$ cat src/rtl/fetch_pkg.sv
// Shared types and constants for the instruction-fetch stage.
package fetch_pkg;

    typedef enum logic [1:0] {
        S_IDLE = 2'd0,
        S_REQ  = 2'd1,
        S_WAIT = 2'd2,
        S_FULL = 2'd3
    } fetch_state_t;

    typedef struct packed {
        logic [31:0] pc;
        logic [31:0] instr;
    } fetch_entry_t;

    localparam logic [31:0] NOP_INSTR = 32'h0000_0000;
    localparam logic [31:0] PC_STEP   = 32'd4;

    localparam int RS_MSB = 25;
    localparam int RS_LSB = 21;
    localparam int RT_MSB = 20;
    localparam int RT_LSB = 16;

endpackage

$ cat src/rtl/if_skid_buf.sv
// One-entry skid buffer that parks a fetched {pc, instr} while decode is stalled.
module if_skid_buf
    import fetch_pkg::*;
(
    input  logic        clk,
    input  logic        rst_n,
    input  logic        load,
    input  logic        clear,
    input  logic [31:0] load_pc,
    input  logic [31:0] load_instr,
    output logic        full,
    output logic [31:0] pc,
    output logic [31:0] instr
);

    fetch_entry_t entry;
    logic         full_q;

    // NOTE: the single data entry is reset along with the flag so a cleared
    // buffer never exposes a stale instruction on its outputs.
    always_ff @(posedge clk or negedge rst_n) begin
        if (!rst_n) begin
            full_q <= 1'b0;
            entry  <= '0;
        end else if (clear) begin
            full_q <= 1'b0;
            entry  <= '0;
        end else if (load) begin
            full_q <= 1'b1;
            entry  <= {load_pc, load_instr};
        end
    end

    assign full  = full_q;
    assign pc    = entry.pc;
    assign instr = entry.instr;

endmodule

$ cat src/rtl/if_fetch_unit.sv
// Instruction-fetch stage: owns the PC, keeps one imem request in flight and
// drives the IF/ID register, with stall hold, branch flush and a skid buffer.
module if_fetch_unit
    import fetch_pkg::*;
#(
    parameter logic [31:0] RESET_PC = 32'h0000_0000,
    parameter int          CNT_W    = 16
) (
    input  logic             clk,
    input  logic             rst_n,
    input  logic             stall,
    input  logic             branch_taken,
    input  logic [31:0]      branch_target,
    output logic             imem_req,
    output logic [31:0]      imem_addr,
    input  logic             imem_valid,
    input  logic [31:0]      imem_rdata,
    output logic             valid_if_id,
    output logic [31:0]      pc_if_id,
    output logic [31:0]      instr_if_id,
    output logic [4:0]       rs_if_id,
    output logic [4:0]       rt_if_id,
    output logic [CNT_W-1:0] stall_count
);

    fetch_state_t     state;
    logic [31:0]      fetch_pc;
    logic [31:0]      req_pc;
    logic             kill;

    logic             if_valid;
    logic [31:0]      if_pc;
    logic [31:0]      if_instr;
    logic [CNT_W-1:0] stall_cnt;

    logic             flush;
    logic             issue;
    logic             resp;
    logic             load_resp;
    logic             skid_load;
    logic             skid_drain;
    logic             skid_clear;
    logic             skid_full;
    logic [31:0]      skid_pc;
    logic [31:0]      skid_instr;

    // NOTE: combinational control assigns every output a default first, with
    // blocking assignments, so no latch can be inferred.
    always_comb begin
        flush      = 1'b0;
        issue      = 1'b0;
        resp       = 1'b0;
        load_resp  = 1'b0;
        skid_load  = 1'b0;
        skid_drain = 1'b0;

        flush = branch_taken && (state != S_IDLE);
        // A branch ignores stall, so a request still goes out and is killed later.
        issue = (state == S_REQ) && (branch_taken || !stall);
        resp  = (state == S_WAIT) && imem_valid;

        load_resp  = resp && !kill && !branch_taken && !stall;
        skid_load  = resp && !kill && !branch_taken && stall;
        skid_drain = (state == S_FULL) && skid_full && !stall && !branch_taken;
    end

    assign skid_clear = flush || skid_drain;

    if_skid_buf u_skid (
        .clk        (clk),
        .rst_n      (rst_n),
        .load       (skid_load),
        .clear      (skid_clear),
        .load_pc    (req_pc),
        .load_instr (imem_rdata),
        .full       (skid_full),
        .pc         (skid_pc),
        .instr      (skid_instr)
    );

    // NOTE: all sequential state uses non-blocking assignments so every flop
    // samples pre-edge values regardless of statement order.
    always_ff @(posedge clk or negedge rst_n) begin
        if (!rst_n) begin
            state    <= S_IDLE;
            fetch_pc <= RESET_PC;
            req_pc   <= 32'h0;
            kill     <= 1'b0;
        end else begin
            case (state)
                S_IDLE: state <= S_REQ;

                S_REQ: begin
                    if (branch_taken) begin
                        fetch_pc <= branch_target;
                        kill     <= 1'b1;
                        state    <= S_WAIT;
                    end else if (!stall) begin
                        req_pc   <= fetch_pc;
                        fetch_pc <= fetch_pc + PC_STEP;
                        state    <= S_WAIT;
                    end
                end

                S_WAIT: begin
                    if (branch_taken) begin
                        fetch_pc <= branch_target;
                        if (imem_valid) begin
                            kill  <= 1'b0;
                            state <= S_REQ;
                        end else begin
                            kill  <= 1'b1;
                        end
                    end else if (imem_valid) begin
                        if (kill) begin
                            kill  <= 1'b0;
                            state <= S_REQ;
                        end else if (stall) begin
                            state <= S_FULL;
                        end else begin
                            state <= S_REQ;
                        end
                    end
                end

                S_FULL: begin
                    if (branch_taken) begin
                        fetch_pc <= branch_target;
                        state    <= S_REQ;
                    end else if (!stall) begin
                        state    <= S_REQ;
                    end
                end

                default: state <= S_IDLE;
            endcase
        end
    end

    // IF/ID register: flush beats a fresh response, which beats a skid drain.
    always_ff @(posedge clk or negedge rst_n) begin
        if (!rst_n) begin
            if_valid <= 1'b0;
            if_pc    <= 32'h0;
            if_instr <= NOP_INSTR;
        end else if (flush) begin
            if_valid <= 1'b0;
            if_pc    <= 32'h0;
            if_instr <= NOP_INSTR;
        end else if (load_resp) begin
            if_valid <= 1'b1;
            if_pc    <= req_pc;
            if_instr <= imem_rdata;
        end else if (skid_drain) begin
            if_valid <= 1'b1;
            if_pc    <= skid_pc;
            if_instr <= skid_instr;
        end else if (!stall) begin
            if_valid <= 1'b0;
            if_pc    <= 32'h0;
            if_instr <= NOP_INSTR;
        end
    end

    always_ff @(posedge clk or negedge rst_n) begin
        if (!rst_n) begin
            stall_cnt <= '0;
        end else if (stall && if_valid && (stall_cnt != '1)) begin
            stall_cnt <= stall_cnt + 1'b1;
        end
    end

    assign imem_req    = issue;
    assign imem_addr   = fetch_pc;
    assign valid_if_id = if_valid;
    assign pc_if_id    = if_pc;
    assign instr_if_id = if_instr;
    assign rs_if_id    = if_instr[RS_MSB:RS_LSB];
    assign rt_if_id    = if_instr[RT_MSB:RT_LSB];
    assign stall_count = stall_cnt;

endmodule
$ cat config.mk
export PLATFORM = sky130hd
export DESIGN_NAME = if_fetch_unit
export DESIGN_NICKNAME = d
export VERILOG_FILES = /design/src/rtl/fetch_pkg.sv /design/src/rtl/if_skid_buf.sv /design/src/rtl/if_fetch_unit.sv
export SDC_FILE = /design/constraint.sdc
export NUM_CORES = 1
export LEC_CHECK = 0
export CORE_MARGIN = 2
export CORE_UTILIZATION = 55
export CTS_CLUSTER_DIAMETER = 40
export DETAILED_ROUTE_END_ITERATION = 10
export PLACE_DENSITY = 0.85
export SYNTH_ARGS = -nofsm -noshare
export SYNTH_HDL_FRONTEND = slang
export SYNTH_SLANG_ARGS = --single-unit
$ cat constraint.sdc
create_clock -name clk -period 4.1 [get_ports clk]
set_input_delay 0.41 -clock clk [delete_from_list [all_inputs] [get_ports clk]]
set_output_delay 0.41 -clock clk [all_outputs]
set_load 0.03 [all_outputs]
==> flow_summary.ini <==
[routing]
drt-wirelength-per-cell_um = 20.1
drt-pass1-iter-count = 7
dr_wl_met3_mm = 2.05
drt-met1-wl_mm = 10.3
ant_nets = 0
drt_iter0_drc = 501
drc = 0
via_per_inst = 6.31
wl_mm = 24.2
num_vias = 7590
maxUsedRoutingLayer = met4
wl_met2_mm = 11.5

[synth]
synth_area_leaders = dfrtp_1 (57%), a221o_1 (6.8%), a22o_1 (6.0%)
synthesis.nets = 874
yosysMostFrequentCell = dfrtp_1
synth_top_flop_cell = dfrtp_1
synth_commonest_cells = dfrtp_1 (213), and3_1 (71), a221o_1 (64), a22o_1 (64), a21oi_1 (40)
synth_cell_types = 50
netlist.area_leader.share_pct = 56.8
syn_area_um2 = 9390
synthCells = 798
synth_top_cell_by_area = dfrtp_1
synth-seq-cells = 213
synth-async-reset-ratio_pct = 100
yosysWarnings = 0
avgSynthCellArea_um2 = 11.8
yosysSeqAreaShare_pct = 56.8
synth-edff-count = 0

[timing]
post-route-period-util_pct = 66.1
whs_ns = 0.449
finalSetupTns_ns = 0
worst_pin_slew_ns = 0.956
finalHoldViolations = 0
setup_viol = 0
rsz0062_at_grt = false
finalClockSkew_ns = 0.0103
period_minus_slack_ns = 2.71
setup_ws_ns = 1.39
relSlewSlack_pct = 36.3
slew_violations = 0
fmax_mhz = 369

[setup_path]
critPathLaunch = branch_taken
r2r_end = instr_if_id[1]$_DFFE_PN0P_
r2r_start = state[0]$_DFFE_PN0P_
cp-end-kind = output port
startpoint_type = input pin
cp_max_fo = 13
arrival_ns = 2.30
crit_type = input pin to output port
cp.required_ns = 3.69
r2r_slack_ns = 1.59
r2r.worst_path.cells = 6

[floorplanning]
core_um2 = 16600
ios = 193
die_area_um2 = 18100
rows = 47
dieWidth_um = 135
die_h_um = 135
start_util_pct = 56.4

[worst_hold_path]
worstHoldPathCells = 3
hold_class = input pin to flip-flop
hold_path_end = imem_addr[2]$_DFFE_PN0P_
hp-start = branch_target[2]

[final_layout]
antenna_cells = 0
drive_gt1_share_pct = 11.5
fillers = 1132
seqCellArea_um2 = 5330
multi_input_area_um2 = 3700
fin_nets = 1039
post-route-util_pct = 74.3
fin_cells = 1203
fin_area_um2 = 12400
area_delta_synth_final_pct = 31.7

[placement]
dp_cells = 1152
place_area_um2 = 11400
place_worst_setup_slack_ns = 1.30
portBuffers = 192
place.detailed.hpwl_mm = 15.1
routabilityCongestion = 0.834

[clock_network]
clockBufferDepth = 3
ctsResizeCount = 0
cts_buffers = 28
cts-root-buf = clkbuf_16
clk_pin_slew_ns = 0.05
hold_buffers = 1
cts_tree = built
post-cts-setup-buffer-count = 0
clock_latency_ns = 0.52
clkSinkCount = 213
cts-htree-levels = 1

[run_status]
status = finished, final reports clean

[global_routing]
grt_overflow_total = 0
grt_use_total_pct = 26.8
grt_pass1_wl_mm = 39.1
grt_pass1_vias = 7458
antenna_found_initial = 0
grt_max_degree = 96

[power_and_ir_drop]
p_leak_nw = 5.58
p_total_mw = 7.63
ir_drop_mv = 0.524
power_density_nw_per_um2 = 617

[flow_run]
drv_cap = 0
report_power, final:
part | total, mW | internal, mW | switching (mW)
combinational | 2.13 | 0.886 | 1.24
sequential | 3.00 | 2.48 | 0.513
clock | 2.51 | 1.60 | 0.913
area by class of cell:
class / instances / area share, %
repair buffers: 206 / 16.5
clock inverters: 17 / 1.73
flip-flops and latches: 213 / 43.1
well taps: 220 / 2.23
inverters: 8 / 0.243
clock buffers: 33 / 6.23
multi-input cells: 506 / 29.9
sequential cells by signal, indices dropped and copies added, names as in the netlist:
name	cells
instr_if_id	32
imem_addr	32
valid_if_id	1
state	2
u_skid.full	1
pc_if_id	32
req_pc	32
stall_count	16
u_skid.pc	32
kill	1
u_skid.instr	32
worst max-delay path, cell delays in order:
cell and delay, ns:
clkdlybuf4s50_1 0.79, nand2b_1 0.25, and2_1 0.15, clkdlybuf4s50_1 0.70
logic make-up after synthesis:
group,after synthesis,synth area share [%]
flip-flops,213,56.8
multiplexers,37,4.43
AND/OR/NAND/NOR,218,12.9
adder cells (fa/ha/maj),7,0.933
buffers and inverters,79,4.27
XOR/XNOR,11,1.03
AO/OA/AOI/OAI,233,19.6
placed cells by master, fill, tap and decap left out, types with 5 or more instances in the layout:
| cell | n |
|---|---|
| nand2_1 | 38 |
| ha_1 | 7 |
| nand3_1 | 25 |
| clkbuf_16 | 29 |
| clkinv_2 | 5 |
| a22o_1 | 64 |
| xnor2_1 | 7 |
| a21oi_1 | 40 |
| o22ai_1 | 14 |
| dfrtp_1 | 213 |
| a221o_1 | 64 |
| nand4_1 | 21 |
| o21ai_0 | 22 |
| buf_4 | 12 |
| a2bb2oi_1 | 10 |
| mux2_2 | 36 |
| nor2_1 | 28 |
| nor3_1 | 9 |
| inv_1 | 8 |
| clkdlybuf4s50_1 | 191 |
| and3_1 | 71 |
| nor3_2 | 5 |
worst max path at each step:
stage,end,slack (ns)
2_1_floorplan,pc_if_id[0]$_DFFE_PN0P_,2.03
3_3_place_gp,imem_addr[27]$_DFFE_PN0P_,1.37
3_5_place_dp,imem_addr[2]$_DFFE_PN0P_,1.30
4_1_cts,imem_req,1.39
5_1_grt,imem_req,1.30
6_report,imem_req,1.39
layer usage:
layer  vias to the layer above  global-route usage, %
met4                         0                   7.43
met3                        33                   5.07
met5                         -                  0.833
li1                       3401                      -
met2                       382                   42.1
met1                      3774                   38.4
No activity file was read; power rests on OpenSTA's default activity.
